### src/rtl/ntt_sequencer_if.sv
// Handshake bundle between the NTT sequencer and its controller.
// The address/enable FSM also connects here through done_flag and conf.
interface ntt_sequencer_if;
    logic       start;
    logic [1:0] mode;
    logic       abort;
    logic [1:0] done_flag;
    logic [2:0] conf;
    logic       busy;
    logic       done;
    logic       err;

    modport master (
        output start, mode, abort, done_flag,
        input  conf, busy, done, err
    );

    modport slave (
        input  start, mode, abort, done_flag,
        output conf, busy, done, err
    );
endinterface

### src/rtl/ntt_sequencer.sv
// Sequences the radix-2 and radix-4 NTT phases. Each phase is followed by a
// pipeline drain. A stuck phase times out into a sticky error state.
//
// state    | meaning
// ---------+----------------------------------------------------
// IDLE     | waiting for start; mode is latched on accept
// R2       | radix-2 phase running, waiting for done_flag 01
// R2_DRAIN | radix-2 pipeline drain, DRAIN cycles
// R4       | radix-4 phase running, waiting for done_flag 10
// R4_DRAIN | radix-4 pipeline drain, DRAIN cycles
// FIN      | single-cycle completion, done pulses
// ERR      | phase timed out; held until abort
module ntt_sequencer #(
    parameter int DRAIN   = 14,
    parameter int TIMEOUT = 255
) (
    input  logic           clk,
    input  logic           rst,
    ntt_sequencer_if.slave bus
);
    localparam int PW = (TIMEOUT < 2) ? 1 : $clog2(TIMEOUT + 1);
    localparam int DW = (DRAIN < 2) ? 1 : $clog2(DRAIN + 1);
    localparam logic [PW-1:0] PHASE_LAST = PW'(TIMEOUT - 1);
    localparam logic [PW-1:0] PHASE_MAX  = PW'(TIMEOUT);
    localparam logic [DW-1:0] DRAIN_LAST = DW'(DRAIN - 1);

    typedef enum logic [2:0] {
        IDLE, R2, R2_DRAIN, R4, R4_DRAIN, FIN, ERR
    } state_t;

    state_t        state;
    state_t        state_next;
    logic [1:0]    mode_q;
    logic [PW-1:0] phase_cnt;
    logic [DW-1:0] drain_cnt;
    logic          err_q;
    logic          accept;
    logic          set_err;
    logic          in_phase;
    logic          in_drain;
    logic          phase_timeout;
    logic          drain_end;
    logic [2:0]    conf;
    logic          busy;
    logic          done;

    assign accept        = (state == IDLE) && bus.start && !bus.abort;
    assign in_phase      = (state == R2) || (state == R4);
    assign in_drain      = (state == R2_DRAIN) || (state == R4_DRAIN);
    assign phase_timeout = (phase_cnt == PHASE_LAST);
    assign drain_end     = (drain_cnt == DRAIN_LAST);

    always_ff @(posedge clk or posedge rst) begin
        if (rst) begin
            state <= IDLE;
        end else begin
            state <= state_next;
        end
    end

    always_comb begin
        state_next = state;
        set_err    = 1'b0;
        conf       = 3'b000;
        busy       = 1'b1;
        done       = 1'b0;
        case (state)
            IDLE: begin
                busy = 1'b0;
                if (accept) begin
                    if (bus.mode[0]) begin
                        state_next = R2;
                    end else if (bus.mode[1]) begin
                        state_next = R4;
                    end else begin
                        state_next = FIN;
                    end
                end
            end
            R2: begin
                conf = 3'b001;
                // A matching flag beats a timeout landing on the same cycle.
                if (bus.done_flag == 2'b01 && mode_q[0]) begin
                    state_next = R2_DRAIN;
                end else if (phase_timeout) begin
                    state_next = ERR;
                    set_err    = 1'b1;
                end
            end
            R2_DRAIN: begin
                conf = 3'b011;
                if (drain_end) begin
                    state_next = mode_q[1] ? R4 : FIN;
                end
            end
            R4: begin
                conf = 3'b010;
                if (bus.done_flag == 2'b10) begin
                    state_next = R4_DRAIN;
                end else if (phase_timeout) begin
                    state_next = ERR;
                    set_err    = 1'b1;
                end
            end
            R4_DRAIN: begin
                conf = 3'b100;
                if (drain_end) begin
                    state_next = FIN;
                end
            end
            FIN: begin
                done       = 1'b1;
                state_next = IDLE;
            end
            ERR: begin
                state_next = ERR;
            end
            default: begin
                state_next = IDLE;
            end
        endcase
        if (bus.abort) begin
            state_next = IDLE;
            set_err    = 1'b0;
        end
    end

    // Counters restart whenever the state changes, including on abort.
    always_ff @(posedge clk or posedge rst) begin
        if (rst) begin
            phase_cnt <= '0;
            drain_cnt <= '0;
        end else begin
            if (in_phase && state_next == state) begin
                phase_cnt <= (phase_cnt == PHASE_MAX) ? phase_cnt : phase_cnt + 1'b1;
            end else begin
                phase_cnt <= '0;
            end
            if (in_drain && state_next == state) begin
                drain_cnt <= drain_cnt + 1'b1;
            end else begin
                drain_cnt <= '0;
            end
        end
    end

    always_ff @(posedge clk or posedge rst) begin
        if (rst) begin
            mode_q <= 2'b00;
            err_q  <= 1'b0;
        end else if (accept) begin
            mode_q <= bus.mode;
            err_q  <= 1'b0;
        end else if (set_err) begin
            err_q <= 1'b1;
        end
    end

    assign bus.conf = conf;
    assign bus.busy = busy;
    assign bus.done = done;
    assign bus.err  = err_q;
endmodule

### src/flat_wrapper.sv
// flat-port wrapper written by rule: the top's interface ports become plain ports
module ntt_sequencer_flat 
#(
    parameter int DRAIN   = 14,
    parameter int TIMEOUT = 255
)
  (clk, rst, bus_start, bus_mode, bus_abort, bus_done_flag, bus_conf, bus_busy, bus_done, bus_err);
  ntt_sequencer_if bus_i ();
  input  logic clk;
  input  logic rst;
  input wire logic [$bits(bus_i.start)-1:0] bus_start;
  input wire logic [$bits(bus_i.mode)-1:0] bus_mode;
  input wire logic [$bits(bus_i.abort)-1:0] bus_abort;
  input wire logic [$bits(bus_i.done_flag)-1:0] bus_done_flag;
  output wire logic [$bits(bus_i.conf)-1:0] bus_conf;
  output wire logic [$bits(bus_i.busy)-1:0] bus_busy;
  output wire logic [$bits(bus_i.done)-1:0] bus_done;
  output wire logic [$bits(bus_i.err)-1:0] bus_err;
  assign bus_i.start = bus_start;
  assign bus_i.mode = bus_mode;
  assign bus_i.abort = bus_abort;
  assign bus_i.done_flag = bus_done_flag;
  assign bus_conf = bus_i.conf;
  assign bus_busy = bus_i.busy;
  assign bus_done = bus_i.done;
  assign bus_err = bus_i.err;
  ntt_sequencer #(.DRAIN(DRAIN), .TIMEOUT(TIMEOUT)) u_core (.clk(clk), .rst(rst), .bus(bus_i));
endmodule
### config.mk
export PLATFORM = sky130hd
export DESIGN_NAME = ntt_sequencer_flat
export DESIGN_NICKNAME = d
export VERILOG_FILES = /design/src/rtl/ntt_sequencer_if.sv /design/src/rtl/ntt_sequencer.sv /design/src/flat_wrapper.sv
export SDC_FILE = /design/constraint.sdc
export NUM_CORES = 1
export LEC_CHECK = 0
export ABC_AREA = 1
export CAP_MARGIN = 20
export CORE_MARGIN = 1.5
export CORE_UTILIZATION = 53
export CTS_CLUSTER_DIAMETER = 100
export CTS_CLUSTER_SIZE = 30
export DETAILED_ROUTE_END_ITERATION = 6
export PLACE_DENSITY = 0.77
export SLEW_MARGIN = 20
export SYNTH_ARGS = -nofsm -noshare
export SYNTH_HDL_FRONTEND = slang
export SYNTH_SLANG_ARGS = --single-unit
### constraint.sdc
create_clock -name clk -period 1.79 [get_ports clk]
set_clock_uncertainty 0.2 [all_clocks]
set_input_delay 0.2685 -clock clk [delete_from_list [all_inputs] [get_ports clk]]
set_output_delay 0.2685 -clock clk [all_outputs]
set_load 0.05 [all_outputs]
==> run summary <==
FLOORPLANNING
--------------------------------------------------------------------------------------------------
Initial core utilization ............................................................        56.0%
Io pins .............................................................................           14
Die Span Y ..........................................................................      48.3 µm
Standard-cell row count .............................................................           16
Die extent in x .....................................................................      48.3 µm
Area of the core ....................................................................     1940 µm²
Die Outline Area ....................................................................     2330 µm²

STATUS
--------------------------------------------------------------------------------------------------
Violated checks ..................................................................... setup timing
Run status .......................................................................... finished, violations left

YOSYS
--------------------------------------------------------------------------------------------------
Avg Synthesized Cell Area ...........................................................     7.40 µm²
Gate count of the mapped netlist ....................................................          147
Synth top area cells ................................................................ dfrtp_1 41%, nand2_1 11%, nor2_1 9.7%
Post-synth design cell area .........................................................     1090 µm²
Cell accounting for the most synthesized area .......................................      dfrtp_1
Count of different cell masters after synthesis .....................................           23
Synthesis-stage register bit count ..................................................           18
Syn. warnings .......................................................................            0
Sequential fraction of the synthesis area ...........................................        41.4%
Fraction of post-synthesis cell area in the top cell type by area ...................        41.4%
Nets in the synthesized netlist .....................................................          159

GRT
--------------------------------------------------------------------------------------------------
Number of global-route vias before repair ...........................................         1003
Largest net degree at the start of global routing ...................................           19
GRT Resource Usage Total ............................................................        25.4%
Number of antenna violations at the first check in global routing ...................            0
Total global routing overflow .......................................................            0
Global-route wire length before repair ..............................................      3970 µm

PLACE
--------------------------------------------------------------------------------------------------
Detailed placer's ending HPWL .......................................................      1910 µm
Setup slack after placement .........................................................      -179 ps
GPL Wtd Cong ........................................................................        0.919
Cell Count Post-Placement ...........................................................          203
Placed cell areas ...................................................................     1430 µm²
Quantity of I/O buffers inserted on ports ...........................................           13

LAYOUT
--------------------------------------------------------------------------------------------------
Multi-input gate area in the final layout ...........................................      672 µm²
Filler instances ....................................................................          105
Number of nets in the finished design ...............................................          199
Final instance area .................................................................     1640 µm²
Most common library cell in the layout ignoring fill and taps .......................      nand2_1
Ratio of cells with drive above 1 in the final layout ...............................        40.3%
Antenna Diode Count .................................................................            0
Seq. cell area ......................................................................      453 µm²
Most frequent cells in the layout ................................................... 25 x nand2_1, 21 x buf_4, 16 x inv_1, 16 x dfrtp_1, 15 x nor2_1
Post-layout utilization of the core .................................................        84.6%
Number of standard cells in the final layout excluding fillers ......................          213
Layout area overhead ................................................................        51.1%

CTS
--------------------------------------------------------------------------------------------------
Worst skew pair latency .............................................................       310 ps
Max Root-Sink Buffers ...............................................................            2
Number of CTS-inserted buffers ......................................................            3
H-tree Lvls .........................................................................            1
CTS tree ............................................................................          yes
Hold_buf cts ........................................................................            0
Root cell of the clock tree .........................................................     clkbuf_4
Number of sinks handled by clock tree synthesis .....................................           18
Clock transition time at the flip-flop clock pins of the worst setup and hold paths .       120 ps

DETAILED ROUTING
--------------------------------------------------------------------------------------------------
Average detailed-routed wire length per instance ....................................      17.1 µm
Vias ................................................................................         1223
Drt pass-1 iters ....................................................................            4
Detailed Route WL ...................................................................      3650 µm
Number of nets still failing antenna checks after routing ...........................            0
DRC violation count after routing ...................................................            0
DR vias/cell ........................................................................         5.74
Met3 routed wirelength ..............................................................       265 µm
Top routing layer in use ............................................................         met4
Length of routed wiring on met1 .....................................................      1330 µm
Initial detailed-routing violation count ............................................           62
Routed length on met2 ...............................................................      1800 µm

STA
--------------------------------------------------------------------------------------------------
Final setup violation count .........................................................           16
Maximum operating frequency .........................................................      528 MHz
Setup slack of the critical path after layout .......................................      -104 ps
Max_slew headroom ...................................................................        76.5%
Time the final worst path needs with I/O delays and setup ...........................      1890 ps
Final period util ...................................................................         106%
Worst slack on hold paths ...........................................................      59.9 ps
Transition time at the pin with the least slew margin ...............................       349 ps
Final hold violation count ..........................................................            0
Aggregate negative setup slack ......................................................     -1210 ps
Setup repair after global routing missed its margin .................................         true
Max-slew violation total from the final report ......................................            0

SETUP PATH
--------------------------------------------------------------------------------------------------
Highest fanout seen on the critical path ............................................            3
Crit path DAT .......................................................................      1430 ps
Crit Path Class ..................................................................... flop to output port
Endpoint class of the critical path .................................................  output port
Worst reg2reg path depth ............................................................           12
Setup crit start kind ...............................................................         flop
Required @ worst endpoint ...........................................................      1320 ps

POWER
--------------------------------------------------------------------------------------------------
Power Dens Cells ....................................................................   700 nW/µm²
PnR Total Power .....................................................................      1.15 mW
Leakage dissipation .................................................................     0.738 nW
Maximum resistive drop on vdd .......................................................       574 µV

JOB
--------------------------------------------------------------------------------------------------
Max-capacitance violation count .....................................................            0

WORST HOLD PATH
--------------------------------------------------------------------------------------------------
Class of the tightest hold or removal check ......................................... input pin to async pin

## layout make-up
type                    count  area share (%)
multi-input cells         105            40.9
well taps                  27            2.06
clock buffers               4            2.21
flip-flops and latches     18            27.6
inverters                  23            5.26
repair buffers             36            22.0
## logic make-up after synthesis
kind of cell	count (synthesis)	synth area share, %
AND/OR/NAND/NOR	80	33.3
flip-flops	18	41.4
adder cells (fa/ha/maj)	4	4.60
AO/OA/AOI/OAI	15	7.25
buffers and inverters	24	8.63
XOR/XNOR	6	4.83
## critical path, stage by stage, from the launching register on
cell and delay (ps):
dfrtp_1 470, inv_2 140, nand2_4 80, buf_6 130, o21ai_4 150, buf_12 150
## where the power goes
group          internal [mW]  total [mW]  switching (mW)
Clock                  0.124       0.270           0.146
Sequential             0.432       0.470          0.0381
Combinational          0.179       0.410           0.231
Total                  0.735        1.15           0.414
## cell usage after synthesis
library cell	instances
nor2_1	28
nand2_1	32
xor2_1	4
buf_4	1
nor4_1	1
nand3_4	1
nor3_1	1
a21oi_1	4
dfrtp_1	18
o22ai_1	1
a21boi_0	1
inv_1	20
o21ai_0	9
ha_1	4
nand3_1	8
nand3_2	1
nand3b_1	2
inv_2	3
nor2_2	1
nor2_4	1
xnor2_1	2
nand2_2	2
nand4_1	2
## state kept, by name (all words and copies together) (netlist names)
name / count
u_core.bus.err: 1
u_core.phase_cnt: 8
u_core.mode_q: 2
u_core.drain_cnt: 4
u_core.state: 3
## path summary, 6_finish.rpt
path,slack (ps),startpoint,to
worst min register to register,340,u_core.bus.err,u_core.bus.err
worst min-delay path,60,rst,u_core.mode_q[0]
worst max register to register,-90,u_core.phase_cnt[0],u_core.phase_cnt[7]
min in group clk,340,u_core.bus.err,u_core.bus.err
worst max-delay path,-100,u_core.state[2],bus_conf[0]
max in group asynchronous,1110,rst,u_core.state[1]
## metal layers
layer	GRT usage [%]	vias to the layer above
met5	0	-
met4	15.7	0
met3	4.81	32
met2	43.9	81
met1	28.4	567
li1	-	543
## repair_timing
item	CTS	global route
buffers inserted	3	3
pin swaps	4	12
gates resized for setup	11	31
setup endpoints to repair	14	15
No activity file was read; power rests on OpenSTA's default activity.
